[src/rtl/place_issue_ctrl.sv]
// Slot-cadenced round-robin issue scheduler sharing one placement core between two requesters.
// Optional strike halt is enabled by defining PLACE_CTRL_STRIKE_STOP_EN.
module place_issue_ctrl #(
    parameter int          SLOT_CYCLES  = 4,
    parameter int          CORE_LATENCY = 8,
    parameter logic [3:0]  STRIKE_LIMIT = 4'd15
) (
    input  logic                           clk_i,
    input  logic                           rst_ni,
    input  logic                           req0_valid_i,
    input  logic                           req1_valid_i,
    output logic                           req0_ready_o,
    output logic                           req1_ready_o,
    input  logic [4:0]                     req0_height_i,
    input  logic [4:0]                     req0_width_i,
    input  logic [4:0]                     req1_height_i,
    input  logic [4:0]                     req1_width_i,
    output logic [4:0]                     core_height_o,
    output logic [4:0]                     core_width_o,
    output logic                           core_issue_o,
    output logic [$clog2(SLOT_CYCLES)-1:0] core_phase_o,
    input  logic [7:0]                     core_index_x_i,
    input  logic [7:0]                     core_index_y_i,
    input  logic [3:0]                     core_strike_i,
    output logic                           rsp_valid_o,
    output logic                           rsp_id_o,
    output logic [7:0]                     rsp_index_x_o,
    output logic [7:0]                     rsp_index_y_o,
    output logic [3:0]                     strike_o,
    output logic                           halt_o
);
    localparam int PW = $clog2(SLOT_CYCLES);

    logic [PW-1:0]           phase_q;
    logic                    slot_end;
    logic                    last_grant_q;
    logic                    grant;
    logic                    accept;
    logic                    issue;
    logic                    halt_q;
    logic [4:0]              sel_height;
    logic [4:0]              sel_width;
    logic [CORE_LATENCY-1:0] tag_valid_q;
    logic [CORE_LATENCY-1:0] tag_id_q;

    assign slot_end = (phase_q == PW'(SLOT_CYCLES - 1));

    // A lone valid port wins outright; a tie goes to the port not granted last.
    always_comb begin
        grant = ~last_grant_q;
        if (req0_valid_i && !req1_valid_i) begin
            grant = 1'b0;
        end else if (!req0_valid_i && req1_valid_i) begin
            grant = 1'b1;
        end
    end

    assign req0_ready_o = slot_end & ~grant & req0_valid_i & ~halt_q;
    assign req1_ready_o = slot_end &  grant & req1_valid_i & ~halt_q;
    assign accept       = req0_ready_o | req1_ready_o;
    assign sel_height   = grant ? req1_height_i : req0_height_i;
    assign sel_width    = grant ? req1_width_i  : req0_width_i;
    // Zero-size requests are consumed but travel as bubbles with no tag.
    assign issue        = accept & (sel_height != 5'd0) & (sel_width != 5'd0);

    always_ff @(posedge clk_i or negedge rst_ni) begin
        if (!rst_ni) begin
            phase_q       <= '0;
            last_grant_q  <= 1'b1;
            core_height_o <= '0;
            core_width_o  <= '0;
            core_issue_o  <= 1'b0;
        end else begin
            core_issue_o <= 1'b0;
            if (slot_end) begin
                phase_q       <= '0;
                core_issue_o  <= issue;
                core_height_o <= issue ? sel_height : 5'd0;
                core_width_o  <= issue ? sel_width  : 5'd0;
                if (accept) begin
                    last_grant_q <= grant;
                end
            end else begin
                phase_q <= phase_q + PW'(1);
            end
        end
    end

    // Tag entering stage 0 at the issue edge exits CORE_LATENCY edges later.
    always_ff @(posedge clk_i or negedge rst_ni) begin
        if (!rst_ni) begin
            tag_valid_q   <= '0;
            tag_id_q      <= '0;
            rsp_valid_o   <= 1'b0;
            rsp_id_o      <= 1'b0;
            rsp_index_x_o <= '0;
            rsp_index_y_o <= '0;
            strike_o      <= '0;
        end else begin
            tag_valid_q[0] <= slot_end & issue;
            tag_id_q[0]    <= grant;
            for (int i = 1; i < CORE_LATENCY; i++) begin
                tag_valid_q[i] <= tag_valid_q[i-1];
                tag_id_q[i]    <= tag_id_q[i-1];
            end
            rsp_valid_o <= tag_valid_q[CORE_LATENCY-1];
            if (tag_valid_q[CORE_LATENCY-1]) begin
                rsp_id_o      <= tag_id_q[CORE_LATENCY-1];
                rsp_index_x_o <= core_index_x_i;
                rsp_index_y_o <= core_index_y_i;
            end
            strike_o <= core_strike_i;
        end
    end

`ifdef PLACE_CTRL_STRIKE_STOP_EN
    always_ff @(posedge clk_i or negedge rst_ni) begin
        if (!rst_ni) begin
            halt_q <= 1'b0;
        end else if (core_strike_i >= STRIKE_LIMIT) begin
            halt_q <= 1'b1;
        end
    end
`else
    logic unused_strike_limit;
    assign unused_strike_limit = ^STRIKE_LIMIT;
    assign halt_q              = 1'b0;
`endif

    assign core_phase_o = phase_q;
    assign halt_o       = halt_q;

endmodule
[config.mk]
export PLATFORM = sky130hd
export DESIGN_NAME = place_issue_ctrl
export DESIGN_NICKNAME = d
export VERILOG_FILES = /design/src/rtl/place_issue_ctrl.sv
export SDC_FILE = /design/constraint.sdc
export NUM_CORES = 1
export LEC_CHECK = 0
export ABC_AREA = 1
export CAP_MARGIN = 40
export CORE_MARGIN = 3
export CORE_UTILIZATION = 42
export CTS_CLUSTER_SIZE = 25
export DETAILED_ROUTE_END_ITERATION = 10
export PLACE_DENSITY_LB_ADDON = 0.08
export SETUP_SLACK_MARGIN = 0.3
export SYNTH_ARGS = -nofsm -noshare
export SYNTH_HDL_FRONTEND = slang
export SYNTH_SLANG_ARGS = --single-unit
[constraint.sdc]
create_clock -name clk_i -period 1.9 [get_ports clk_i]
set_input_delay 0.19 -clock clk_i [delete_from_list [all_inputs] [get_ports clk_i]]
set_output_delay 0.19 -clock clk_i [all_outputs]
set_load 0.1 [all_outputs]
==> out/qor.csv <==
metric,value,unit
run_status,completed,
cap_viol_max_count,0,
area_delta_synth_final,59.3,%
grt_pass1_vias,1426,
critPathKind,register to register,
start_kind,register,
p_per_area,994,nW/um2
antennaDiodeCount,0,
tritoncts,yes,
cts_sinks,51,
hold_class,input pin to register,
worstPathArrival,1810,ps
synth_top_cell_by_area,dfrtp_1,
whs,323,ps
finalSetupViolCount,0,
ys_ff_latch,51,
port_buffers,80,
viasPerCell,4.66,
dpl.hpwl,2990,um
finalWorstSetupSlack,279,ps
cp_max_fo,8,
clock.fmax,617,MHz
wl_per_cell,13.4,um
power.leakage,1.47,nW
dp_cells,299,
start_util,44.3,%
antenna_found_initial,0,
syn_nets,214,
utilization,70.6,%
drc,0,
drive_gt1_share,42.3,%
clockBufferDepth,2,
synth_commonest_cells,"50 x dfrtp_1, 40 x nand2_1, 18 x inv_1",
yosysMostFrequentCell,dfrtp_1,
grt_pass1_wl,6280,um
yosysWarningCount,0,
drtIter0Drc,71,
rrSetupSlack,280,ps
pin_count,82,
dr.pass1.iters,5,
h-tree-depth,2,
ys_async_sr_fraction,100,%
die_h,74.3,um
ctsRootBufferMaster,clkbuf_8,
power,3.10,mW
synth_cell_types,23,
clk_latency,290,ps
cts_inserted_buffers,5,
grt_overflow_total,0,
synth.area.top_cells,"dfrtp_1 64%, mux2_2 9.8%, nand2_1 7.7%, nand3_1 4.1%, inv_1 3.5%",
place_ws,-119,ps
die_w,74.3,um
seq_area_frac_synth,65.3,%
synth.avg_cell_area,11.6,um2
fin_nets,309,
synth_edf_count,0,
fin_skew,5.67,ps
instances_no_fill,317,
syn_area,1960,um2
ant_nets,0,
drv_slew,0,
fp.coreArea,4410,um2
worstPathRequired,2090,ps
rsz0062_at_grt,yes,
fin_crit_sh,85.3,%
peakVddDrop,394,uV
die_area,5510,um2
rows,24,
clkSlewWorstSetupHoldPaths,90,ps
final-hold-violation-count,0,
grtUsageTotal,14.9,%
synth.top_cell.area_share,63.9,%
finalCriticalPeriod,1620,ps
gp_congestion,0.875,
grt_max_degree,24,
ys.flop_type,dfrtp_1,
synthCells,169,
end_kind,register,
routed_wl,4260,um
vias,1477,
placed cells by master, fill, tap and decap left out, types with 2 or more instances in the layout:
cell type / instances
nor2_4: 6
nand2_2: 11
o21ai_4: 2
buf_4: 45
nand3_1: 10
clkbuf_8: 5
inv_1: 16
clkdlybuf4s50_1: 42
nand3_2: 6
nand2_1: 29
nand3_4: 2
nand2_4: 3
mux2_2: 17
dfrtp_1: 48
clkbuf_1: 2
buf_12: 2
nand2_8: 2
dfrtp_4: 2
worst paths after layout:
check,endpoint,depth (start not counted),from
min,strike_o[3],1,core_strike_i[3]
max in group asynchronous,core_height_o[2],3,rst_ni
max reg2reg,tag_valid_q[0],8,last_grant_q
max,tag_valid_q[0],8,last_grant_q
min reg2reg,tag_id_q[4],0,tag_id_q[3]
min in group asynchronous,rsp_index_x_o[3],2,rst_ni
cell type report:
class / instances / area, um2
Timing Repair Buffer: 91 / 813
Sequential cell: 51 / 1280
Clock buffer: 7 / 76.3
Clock inverter: 1 / 30.0
Tap cell: 52 / 65.1
Inverter: 18 / 75.1
Multi-Input combinational cell: 97 / 772
Fill cell: 336 / 1300
power breakdown:
part	internal [mW]	total, mW	switching (mW)
registers	1.19	1.24	0.0493
logic	0.288	1.13	0.844
clock network	0.394	0.723	0.329
total	1.88	3.10	1.22
repair_timing:
action	in CTS	in global routing
setup buffers	3	3
pin swaps	5	8
resized for setup	14	24
endpoints found under the setup margin	12	13
hold buffers	1	0
hold endpoints to repair	15	0
gates cloned	1	2
per-layer routing:
metal	up-vias	GRT usage [%]	part of all wire (%)
met5	-	0	0
met4	0	5.34	1.1
met3	5	3.65	7.4
met2	52	27.0	52
met1	695	17.0	39
li1	725	-	-
sequential cells by signal, indices dropped and copies added, names as in the netlist:
name,cells
core_height_o,5
core_phase_o,2
rsp_id_o,1
rsp_valid_o,1
rsp_index_y_o,8
core_width_o,5
tag_valid_q,8
strike_o,4
last_grant_q,1
rsp_index_x_o,8
tag_id_q,8
worst max-delay path, cell delays in order, from the launching register on:
cell and delay [ps]:
dfstp_2 570, nand2_4 80, nand2_8 130, nand2_8 90
nand2_2 80, nand2_2 80, nor2_4 180, nand3_4 130
and2_1 180
cells by family after synthesis:
kind of cell | count (synthesis) | synth area share [%]
other cells | 1 | 0.192
simple gates | 70 | 17.1
mux | 17 | 9.78
fa+ha+maj | 1 | 0.639
flops | 51 | 65.3
buf+inv | 24 | 5.63
compound gates | 5 | 1.34
stage by stage:
| stage | cell area [um2] | TNS (ps) |
|---|---|---|
| after floorplan | 2000 | 0 |
| after global placement | 2780 | -143 |
| after detailed placement | 2780 | -940 |
| after CTS | 2980 | 0 |
| after global routing | 3120 | 0 |
| final | 3120 | 0 |
Power figures use the tool's default switching activity.
